===== src/rtl/filt_cicd_ctrl_if.sv =====
// Control/config/strobe bundle between system control and the CIC decimator sequencer.
// No storage; pure wiring, zero latency.
// No backpressure: strobes are fire-and-forget, config errors come back as a pulse.
interface filt_cicd_ctrl_if #(
  parameter int CNT_W = 7
);
  logic             i_ena;
  logic             i_cfg_we;
  logic [CNT_W-1:0] i_cfg_decim;
  logic [CNT_W-1:0] i_cfg_phase;
  logic             o_cfg_err;
  logic             o_clr;
  logic             o_intg_ena;
  logic             o_comb_ena;
  logic             o_oup_vld;
  logic [2:0]       o_state;
  logic             o_busy;

  // System-control side: drives run request and config, observes sequencing outputs.
  modport master (
    output i_ena, i_cfg_we, i_cfg_decim, i_cfg_phase,
    input  o_cfg_err, o_clr, o_intg_ena, o_comb_ena, o_oup_vld, o_state, o_busy
  );

  // Sequencer side.
  modport slave (
    input  i_ena, i_cfg_we, i_cfg_decim, i_cfg_phase,
    output o_cfg_err, o_clr, o_intg_ena, o_comb_ena, o_oup_vld, o_state, o_busy
  );
endinterface


===== src/rtl/filt_cicd_ctrl.sv =====
// Sequencer for the CIC decimator: clear, integrator enable, decimated comb strobe, settled-valid.
// Latency: clear 1 cycle after start, first strobe phase+2 cycles after start, valid P_COMB_LAT after a RUN strobe.
// No backpressure: dropping i_ena returns to IDLE next cycle and flushes pending valid pulses.
module filt_cicd_ctrl #(
  parameter int P_MAX_DECIMATION = 64,
  parameter int P_ORDER          = 3,
  parameter int P_DIFF_DELAY     = 1,
  parameter int P_COMB_LAT       = 1,
  parameter int P_DEF_DECIM      = 8,
  parameter int P_DEF_PHASE      = 0
) (
  input  logic             i_clk,
  input  logic             i_rst_an,
  filt_cicd_ctrl_if.slave  bus
);

  localparam int CNT_W    = $clog2(P_MAX_DECIMATION + 1);
  localparam int SETTLE_N = P_ORDER * P_DIFF_DELAY;
  localparam int SET_W    = $clog2(SETTLE_N + 1);

  typedef enum logic [2:0] {
    ST_IDLE   = 3'd0,
    ST_FLUSH  = 3'd1,
    ST_SETTLE = 3'd2,
    ST_RUN    = 3'd3
  } state_t;

  state_t           r_state;
  state_t           w_next;
  logic [CNT_W-1:0] r_decim;
  logic [CNT_W-1:0] r_phase;
  logic [CNT_W-1:0] r_cnt;
  logic [SET_W-1:0] r_settle;
  logic             r_cfg_err;

  logic             w_active;
  logic             w_stb;
  logic             w_run_stb;
  logic             w_cfg_ok;
  logic             w_clr;
  logic             w_intg;
  logic             w_settle_done;

  // Datapath is live (integrating, counting) only in SETTLE and RUN.
  assign w_active  = (r_state == ST_SETTLE) || (r_state == ST_RUN);
  assign w_stb     = w_active && (r_cnt == r_phase);
  assign w_run_stb = (r_state == ST_RUN) && w_stb;

  // The strobe that brings the settle count to N*M is the last masked one.
  assign w_settle_done = w_stb && (r_settle == SET_W'(SETTLE_N - 1));

  // A config pair is usable only if the phase lands inside the decimation period.
  assign w_cfg_ok = (bus.i_cfg_decim >= CNT_W'(2)) &&
                    (bus.i_cfg_decim <= CNT_W'(P_MAX_DECIMATION)) &&
                    (bus.i_cfg_phase < bus.i_cfg_decim);

  // State register.
  always_ff @(posedge i_clk) begin
    if (!i_rst_an) begin
      r_state <= ST_IDLE;
    end else begin
      r_state <= w_next;
    end
  end

  // Next-state and Moore outputs; a dropped run request wins over every transition.
  always_comb begin
    w_next = r_state;
    w_clr  = 1'b0;
    w_intg = 1'b0;
    case (r_state)
      ST_IDLE: begin
        if (bus.i_ena) w_next = ST_FLUSH;
      end
      ST_FLUSH: begin
        w_clr  = 1'b1;
        w_next = ST_SETTLE;
      end
      ST_SETTLE: begin
        w_intg = 1'b1;
        if (w_settle_done) w_next = ST_RUN;
      end
      ST_RUN: begin
        w_intg = 1'b1;
      end
      default: begin
        w_next = ST_IDLE;
      end
    endcase
    if (!bus.i_ena) w_next = ST_IDLE;
  end

  // Decimation counter: zeroed by FLUSH, free-runs 0..decim-1 while the datapath is live.
  always_ff @(posedge i_clk) begin
    if (!i_rst_an) begin
      r_cnt <= '0;
    end else if (w_active) begin
      if (r_cnt == (r_decim - CNT_W'(1))) begin
        r_cnt <= '0;
      end else begin
        r_cnt <= r_cnt + CNT_W'(1);
      end
    end else begin
      r_cnt <= '0;
    end
  end

  // Settle counter: counts the masked strobes seen in SETTLE.
  always_ff @(posedge i_clk) begin
    if (!i_rst_an) begin
      r_settle <= '0;
    end else if (r_state == ST_FLUSH) begin
      r_settle <= '0;
    end else if ((r_state == ST_SETTLE) && w_stb) begin
      r_settle <= r_settle + SET_W'(1);
    end
  end

  // Config registers: writable only while idle, so a run never sees its timing change.
  always_ff @(posedge i_clk) begin
    if (!i_rst_an) begin
      r_decim   <= CNT_W'(P_DEF_DECIM);
      r_phase   <= CNT_W'(P_DEF_PHASE);
      r_cfg_err <= 1'b0;
    end else begin
      r_cfg_err <= 1'b0;
      if (bus.i_cfg_we) begin
        if ((r_state == ST_IDLE) && w_cfg_ok) begin
          r_decim <= bus.i_cfg_decim;
          r_phase <= bus.i_cfg_phase;
        end else begin
          r_cfg_err <= 1'b1;
        end
      end
    end
  end

  // Valid pipeline mirrors the comb output register latency.
  generate
    if (P_COMB_LAT == 0) begin : g_nolat
      assign bus.o_oup_vld = w_run_stb;
    end else begin : g_lat
      logic [P_COMB_LAT-1:0] r_vld_sr;
      logic [P_COMB_LAT:0]   w_vld_tap;

      assign w_vld_tap = {r_vld_sr, w_run_stb};

      // Flushed on stop or reset so no stale valid leaks out of an aborted run.
      always_ff @(posedge i_clk) begin
        if (!i_rst_an || !bus.i_ena) begin
          r_vld_sr <= '0;
        end else begin
          r_vld_sr <= w_vld_tap[P_COMB_LAT-1:0];
        end
      end

      assign bus.o_oup_vld = w_vld_tap[P_COMB_LAT];
    end
  endgenerate

  assign bus.o_cfg_err  = r_cfg_err;
  assign bus.o_clr      = w_clr;
  assign bus.o_intg_ena = w_intg;
  assign bus.o_comb_ena = w_stb;
  assign bus.o_state    = r_state;
  assign bus.o_busy     = (r_state != ST_IDLE);

endmodule


===== src/flat_wrapper.sv =====
// flat-port wrapper written by rule: the top's interface ports become plain ports
module filt_cicd_ctrl_flat 
#(
  parameter int P_MAX_DECIMATION = 64,
  parameter int P_ORDER          = 3,
  parameter int P_DIFF_DELAY     = 1,
  parameter int P_COMB_LAT       = 1,
  parameter int P_DEF_DECIM      = 8,
  parameter int P_DEF_PHASE      = 0
)
  (i_clk, i_rst_an, bus_i_ena, bus_i_cfg_we, bus_i_cfg_decim, bus_i_cfg_phase, bus_o_cfg_err, bus_o_clr, bus_o_intg_ena, bus_o_comb_ena, bus_o_oup_vld, bus_o_state, bus_o_busy);
  filt_cicd_ctrl_if #(.CNT_W(7)) bus_i ();
  input  logic i_clk;
  input  logic i_rst_an;
  input wire logic [$bits(bus_i.i_ena)-1:0] bus_i_ena;
  input wire logic [$bits(bus_i.i_cfg_we)-1:0] bus_i_cfg_we;
  input wire logic [$bits(bus_i.i_cfg_decim)-1:0] bus_i_cfg_decim;
  input wire logic [$bits(bus_i.i_cfg_phase)-1:0] bus_i_cfg_phase;
  output wire logic [$bits(bus_i.o_cfg_err)-1:0] bus_o_cfg_err;
  output wire logic [$bits(bus_i.o_clr)-1:0] bus_o_clr;
  output wire logic [$bits(bus_i.o_intg_ena)-1:0] bus_o_intg_ena;
  output wire logic [$bits(bus_i.o_comb_ena)-1:0] bus_o_comb_ena;
  output wire logic [$bits(bus_i.o_oup_vld)-1:0] bus_o_oup_vld;
  output wire logic [$bits(bus_i.o_state)-1:0] bus_o_state;
  output wire logic [$bits(bus_i.o_busy)-1:0] bus_o_busy;
  assign bus_i.i_ena = bus_i_ena;
  assign bus_i.i_cfg_we = bus_i_cfg_we;
  assign bus_i.i_cfg_decim = bus_i_cfg_decim;
  assign bus_i.i_cfg_phase = bus_i_cfg_phase;
  assign bus_o_cfg_err = bus_i.o_cfg_err;
  assign bus_o_clr = bus_i.o_clr;
  assign bus_o_intg_ena = bus_i.o_intg_ena;
  assign bus_o_comb_ena = bus_i.o_comb_ena;
  assign bus_o_oup_vld = bus_i.o_oup_vld;
  assign bus_o_state = bus_i.o_state;
  assign bus_o_busy = bus_i.o_busy;
  filt_cicd_ctrl #(.P_MAX_DECIMATION(P_MAX_DECIMATION), .P_ORDER(P_ORDER), .P_DIFF_DELAY(P_DIFF_DELAY), .P_COMB_LAT(P_COMB_LAT), .P_DEF_DECIM(P_DEF_DECIM), .P_DEF_PHASE(P_DEF_PHASE)) u_core (.i_clk(i_clk), .i_rst_an(i_rst_an), .bus(bus_i));
endmodule

===== config.mk =====
export PLATFORM = sky130hd
export DESIGN_NAME = filt_cicd_ctrl_flat
export DESIGN_NICKNAME = d
export VERILOG_FILES = /design/src/rtl/filt_cicd_ctrl_if.sv /design/src/rtl/filt_cicd_ctrl.sv /design/src/flat_wrapper.sv
export SDC_FILE = /design/constraint.sdc
export NUM_CORES = 1
export LEC_CHECK = 0
export ABC_AREA = 0
export CAP_MARGIN = 20
export CORE_MARGIN = 5
export CORE_UTILIZATION = 25
export DETAILED_ROUTE_END_ITERATION = 8
export SYNTH_ARGS = -nofsm -noshare
export SYNTH_HDL_FRONTEND = slang
export SYNTH_SLANG_ARGS = --single-unit

===== constraint.sdc =====
create_clock -name i_clk -period 2.5 [get_ports i_clk]
set_input_delay 0.5 -clock i_clk [delete_from_list [all_inputs] [get_ports i_clk]]
set_output_delay 0.5 -clock i_clk [all_outputs]
set_load 0.03 [all_outputs]

==> out/results.ini, run 1 <==
[synthesis]
synthFlopType = dfxtp_1
synthCells = 200
synth_cell_type_count = 46
synth_fp_nets = 231
async_flop_share_pct = 0
avgSynthCellArea_um2 = 8.51
synth-edff-count = 0
synthMostInstantiatedCell = dfxtp_1
ys_seq_elements = 27
synthTopCellsByArea = dfxtp_1, ha_1, xor2_1
syn_area_mm2 = 0.00170
ys_seq_area_share_pct = 31.7
yosysTopAreaCell = dfxtp_1
synthTopCellsByCount = dfxtp_1, nand3_1, a21oi_1
yosys_warnings = 0
synth_top_area_share_pct = 31.7

[placed_design]
place.gp.congestion = 0.736
place_hpwl_um = 3230
dp.cells = 314
port_buffers = 25
dp_slack_ps = -103
placed_cell_area_mm2 = 0.00214

[worst_setup_path]
max_stage_delay_ps = 480
critical_path_buf_inv_count = 3
crit_arrival_ps = 2530
cp_common_cell = o21ai_0
slowest_stage = a41o_1
crit_fanout = 15
cp-end-kind = flip-flop
critPathRequiredTime_ps = 2700
startpoint_type = input port
cp_cell_sequence = clkdlybuf4s50_1 -> inv_1 -> ha_1 -> buf_4 -> nand2_1 -> o21ai_0 -> a41o_1 -> o21ai_0 -> a21oi_1
critPathKind = in2reg
critPathTopFamily = compound AO/OA/AOI/OAI gates

[die]
core_mm2 = 0.00672
io_pins = 27
dieArea_mm2 = 0.00856
start_util_pct = 25.3
dieHeight_um = 92.5
rows = 30
chipWidth_um = 92.5

[clocking]
cts-root-buf = clkbuf_8
insertion_delay_ps = 270
cts_buffer_depth = 2
cts_tree = built
cts.sinks = 27
cts_buffers = 3
clk_pin_slew_ps = 90
cts.htree.levels = 1
post-cts-setup-buffers = 0

[timing]
setup_tns_ps = 0
rsz0062_at_grt = no
fin_crit_ps = 2330
clock.fmax_mhz = 429
fin_worst_skew_ps = 4.26
period_share_pct = 93.2
tightest_slew_ps = 604
setup_viol = 0
slew_headroom_pct = 59.7
hold_violations = 0
slew_violations = 0
post-route-worst-setup-slack_ps = 170

[finish]
area_growth_syn_to_layout_pct = 28.3
finalNonFillerCells = 318
layout-drive-gt1-share_pct = 12.6
n_antenna_cell = 0
fin_area_mm2 = 0.00218
fill_cells = 714
fin_nets = 270

[route]
drc = 0
dr_total_vias = 1527
routedWlPerCell_um = 12.6
drt_iter0_drc = 53
first_pass_iters = 4
drt-total-wl_um = 4010
via_per_inst = 4.80
drtAntennaViolNets = 0

[global_route]
grt_antenna_before_repair = 0
grt_pass1_wl_um = 6880
grt_pass1_vias = 1540
grt_max_degree = 21
overflow = 0
grt_use_total_pct = 9.72

[hold_path]
hp-class = reg2reg

[pwr]
power.leakage_nw = 0.925
ir_worst_vdd_uv = 228
powerDensity_mw_per_mm2 = 433

[outcome]
status = finished clean

[flow_run]
drv_cap = 0

## metrics by stage
stage,hold slack (ps),power [mW],util [%]
floorplan,438,0.618,-
detailed placement,454,0.709,31.8
finish,461,0.946,32.5
global placement,446,0.704,31.8
global route,491,0.998,32.5
CTS,467,0.955,32.5
## power breakdown
group / internal (mW) / switching [mW]
Sequential: 0.444 / 0.0127
Clock: 0.114 / 0.134
Combinational: 0.112 / 0.129
Total: 0.670 / 0.276
## layer usage
metal	track usage, %	vias up	share of wire (%)
li1	-	788	-
met1	11.7	716	46
met2	17.8	18	51
met3	1.38	5	2.5
met4	2.97	0	1.2
met5	0	-	0
## final timing paths
path                                         from                               to  slack [ps]  cells after the start
hold reg to reg   u_core.r_settle[1]$_SDFFE_PP0P_  u_core.r_settle[1]$_SDFFE_PP0P_         460                      2
hold / removal    u_core.r_settle[1]$_SDFFE_PP0P_  u_core.r_settle[1]$_SDFFE_PP0P_         460                      2
setup reg to reg   u_core.r_decim[1]$_SDFFE_PN0P_       u_core.r_cnt[5]$_SDFF_PP0_         390                      7
setup / recovery               bus_i_cfg_decim[6]   u_core.r_phase[2]$_SDFFE_PN0P_         170                      9
## sequential cells by signal, indices dropped and copies added (netlist names)
| signal | cells |
|---|---|
| u_core.r_cnt | 7 |
| u_core.r_decim | 7 |
| u_core.r_phase | 7 |
| u_core.bus.o_state | 2 |
| u_core.r_settle | 2 |
| u_core.bus.o_cfg_err | 1 |
| u_core.bus.o_oup_vld | 1 |
## what timing repair did
action / CTS / global route
hold buffers: 0 / 0
resized for setup: 1 / 1
setup endpoints to repair: 1 / 1
endpoints found under the hold margin: 0 / 0
## kinds of logic after synthesis
| kind of cell | after synthesis | share of synthesized area, % |
|---|---|---|
| buf+inv | 26 | 7.05 |
| other cells | 1 | 0.220 |
| fa+ha+maj | 13 | 9.55 |
| compound gates | 49 | 18.9 |
| mux | 3 | 2.06 |
| flops | 27 | 31.7 |
| simple gates | 60 | 18.9 |
| xor+xnor | 21 | 11.6 |
## worst register-to-register path: stages, from the launching register on
cell and delay [ps]:
dfxtp_1 410, inv_1 60, ha_1 280, o21bai_1 190, a211o_2 330, a31o_2 220
a221oi_4 380, nor4_1 110
## cells in the final DEF (no fill, tap or decap), types with 4 or more instances in the layout
master	count
nor3_1	4
o21ai_0	5
ha_1	13
dfxtp_1	27
xnor2_1	5
inv_1	15
nand3_1	18
xor2_1	15
clkdlybuf4s50_1	24
a21oi_1	16
nor2_1	8
buf_4	20
nand2_1	7
nor4_1	6
o21ai_1	10
## area by class of cell
type	count	area [µm²]	area share (%)
Sequential cell	27	541	24.7
Multi-Input combinational cell	147	1040	47.8
Tap cell	80	100	4.58
Inverter	15	56.3	2.58
Clock buffer	4	45.0	2.06
Timing Repair Buffer	45	399	18.3
Power figures use the tool's default switching activity.
==> inputs of run 2 (changes only) <==
--- a/config.mk
+++ b/config.mk
@@ -9,6 +9,8 @@
 export CAP_MARGIN = 20
 export CORE_MARGIN = 5
 export CORE_UTILIZATION = 25
+export CTS_BUF_LIST = sky130_fd_sc_hd__clkbuf_8
+export CTS_CLUSTER_SIZE = 10
 export DETAILED_ROUTE_END_ITERATION = 8
 export SYNTH_ARGS = -nofsm -noshare
 export SYNTH_HDL_FRONTEND = slang
==> run 2 against run 1 <==
Effect of this change:
- global-route usage unchanged
- non-clock buffer count unchanged
- wire length about the same
- critical path type unchanged
- critical endpoint unchanged
- largest cell class unchanged
==> out/results.ini, run 2 (synthesis gave the netlist of run 1 again) <==
[pwr]
powerDensity_mw_per_mm2 = 432  ; -0.34%
sequentialPowerShare_pct = 48.5  ; +0.2 points
clock_power_share_pct = 26.0  ; -0.2 points
p_int_uw = 666  ; -0.60%
p_comb_share_pct = 25.6  ; about the same
p_total_uw = 943  ; -0.34%
ir_worst_vdd_uv = 228  ; about the same
p_sw_share_pct = 29.3  ; +0.19 points
switchingPower_uw = 277  ; +0.31%
power.leakage_nw = 0.929  ; +0.45%

[worst_setup_path]
crit_arrival_ps = 2530  ; about the same
cp_common_cell = o21ai_0
cp_cell_sequence = clkdlybuf4s50_1 -> inv_1 -> ha_1 -> buf_4 -> nand2_1 -> o21ai_0 -> a41o_1 -> o21ai_0 -> a21oi_1
startpoint_type = input port
r2r_start = u_core.r_decim[1]$_SDFFE_PN0P_
rrSetupSlack_ps = 390  ; about the same
cp-end-kind = flip-flop
max_stage_delay_ps = 480  ; about the same
r2r-end = u_core.r_cnt[5]$_SDFF_PP0_
slowest_stage = a41o_1
critPathRequiredTime_ps = 2700  ; about the same
crit_fanout = 15  ; unchanged
critPathKind = in2reg
rr_worst_depth = 7  ; unchanged

[clocking]
cts_hold_buf = 0  ; unchanged
post-cts-setup-buffers = 0  ; unchanged
cts.sinks = 27  ; unchanged
cts_buffers = 3  ; unchanged
cts.htree.levels = 1  ; unchanged
cts_buffer_depth = 2  ; unchanged
cts_tree = built
cts-root-buf = clkbuf_8
insertion_delay_ps = 270  ; about the same
clk_pin_slew_ps = 90  ; about the same

[outcome]
status = finished clean

[flow_run]
drv_cap = 0  ; unchanged

[finish]
final_cell_mix = dfxtp_1, clkdlybuf4s50_1, buf_4, nand3_1
area_growth_syn_to_layout_pct = 28.3  ; unchanged
fin_util_pct = 32.5  ; unchanged
top_regs = u_core.r_cnt x7, u_core.r_decim x7, u_core.r_phase x7
n_antenna_cell = 0  ; unchanged
mostFrequentLayoutCell = dfxtp_1
fill_cells = 714  ; unchanged
fin_nets = 270  ; unchanged
layout-drive-gt1-share_pct = 12.6  ; unchanged

[timing]
post-route-worst-setup-slack_ps = 170  ; +0.0660 ps
slew_headroom_pct = 59.7  ; about the same
fin_crit_ps = 2330  ; -0.0660 ps
setup_viol = 0  ; unchanged
rsz0062_at_grt = no
period_share_pct = 93.2  ; about the same
fin_worst_skew_ps = 5.19  ; +0.931 ps
slew_violations = 0  ; unchanged
hold_violations = 0  ; unchanged
tightest_slew_ps = 603  ; -0.581 ps
clock.fmax_mhz = 429  ; about the same

[global_route]
grt_max_degree = 21  ; unchanged
overflow = 0  ; unchanged
grt_pass1_wl_um = 6880  ; unchanged
grt_use_total_pct = 9.72  ; unchanged
grt_antenna_before_repair = 0  ; unchanged
grt_pass1_vias = 1540  ; unchanged

[placed_design]
place_hpwl_um = 3230  ; unchanged
place.gp.congestion = 0.736  ; unchanged
dp_slack_ps = -103  ; unchanged
port_buffers = 25  ; unchanged

[route]
drt_iter0_drc = 53  ; unchanged
via_per_inst = 4.80  ; unchanged
routedWlPerCell_um = 12.6  ; about the same
drc = 0  ; unchanged
drtAntennaViolNets = 0  ; unchanged
drt-total-wl_um = 4020  ; about the same
dr_total_vias = 1527  ; unchanged
first_pass_iters = 4  ; unchanged

[hold_path]
worstHoldPathCells = 2  ; unchanged
min_from = u_core.r_settle[1]$_SDFFE_PP0P_
worst_hold_path.endpoint = u_core.r_settle[1]$_SDFFE_PP0P_
hp-class = reg2reg

[die]
chipWidth_um = 92.5  ; unchanged
rows = 30  ; unchanged
core_mm2 = 0.00672  ; unchanged
dieArea_mm2 = 0.00856  ; unchanged
dieHeight_um = 92.5  ; unchanged
io_pins = 27  ; unchanged
start_util_pct = 25.3  ; unchanged

==> run 2: cell count changes in the layout (fill, tap and decap cells not counted), sizes merged <==
cell    before  now
clkbuf       4    3
inv         15   16
==> run 2: repair_timing <==
action / CTS / global route
resized for setup: 1 / 1
setup endpoints to repair: 1 / 1
pin swaps: 0 / 0
==> run 2: layer usage <==
layer	global-route usage [%]	share of wire [%]
met1	11.7	46
met2	17.8	51
met3	1.38	2.5
met4	2.97	1.2
met5	0	0
==> run 2: worst max-delay path by stage <==
stage	slack, ps	to	from	depth (start not counted)
after CTS	160	bus_o_intg_ena	u_core.bus.o_state[0]$_SDFFE_PN0P_	5
after global routing	10	u_core.r_decim[3]$_SDFFE_PN1P_	bus_i_cfg_decim[6]	10
after global placement	-70	u_core.bus.o_cfg_err$_SDFF_PN0_	bus_i_cfg_decim[6]	9
final	170	u_core.r_phase[2]$_SDFFE_PN0P_	bus_i_cfg_decim[6]	9
after detailed placement	-100	u_core.r_phase[2]$_SDFFE_PN0P_	bus_i_cfg_decim[6]	9
after floorplan	470	u_core.r_decim[0]$_SDFFE_PN0P_	bus_i_cfg_decim[6]	8
==> run 2: critical path, delay by kind of cell <==
| kind | cells | cell delay [ps] |
|---|---|---|
| simple gates | 1 | 60 |
| buf+inv | 3 | 650 |
| fa+ha+maj | 1 | 290 |
| compound gates | 4 | 1030 |
==> run 2: metrics by stage <==
stage	cell area, µm²	hold slack (ps)	cells	TNS [ps]
after global routing	2180	491	318	0
after floorplan	1700	438	200	0
after global placement	2140	446	314	-370
after detailed placement	2140	454	314	-944
final	2180	462	318	0
after CTS	2180	467	318	0
==> run 2: layout make-up <==
type | instances | area, µm² | area share [%]
clock buffer | 3 | 41.3 | 1.89
clock inverter | 1 | 3.75 | 0.172
inverter | 15 | 56.3 | 2.58
multi-input combinational | 147 | 1040 | 47.8
sequential | 27 | 541 | 24.7
tap | 80 | 100 | 4.58
timing repair buffer | 45 | 399 | 18.3
==> run 2: power by group through the flow <==
stage          sequential (mW)  combinational, mW  clock [mW]
6_report                 0.457              0.241       0.245
5_1_grt                  0.460              0.266       0.268
3_5_place_dp             0.468              0.241           0
2_1_floorplan            0.471              0.147           0
4_1_cts                  0.457              0.242       0.252
3_3_place_gp             0.467              0.237           0
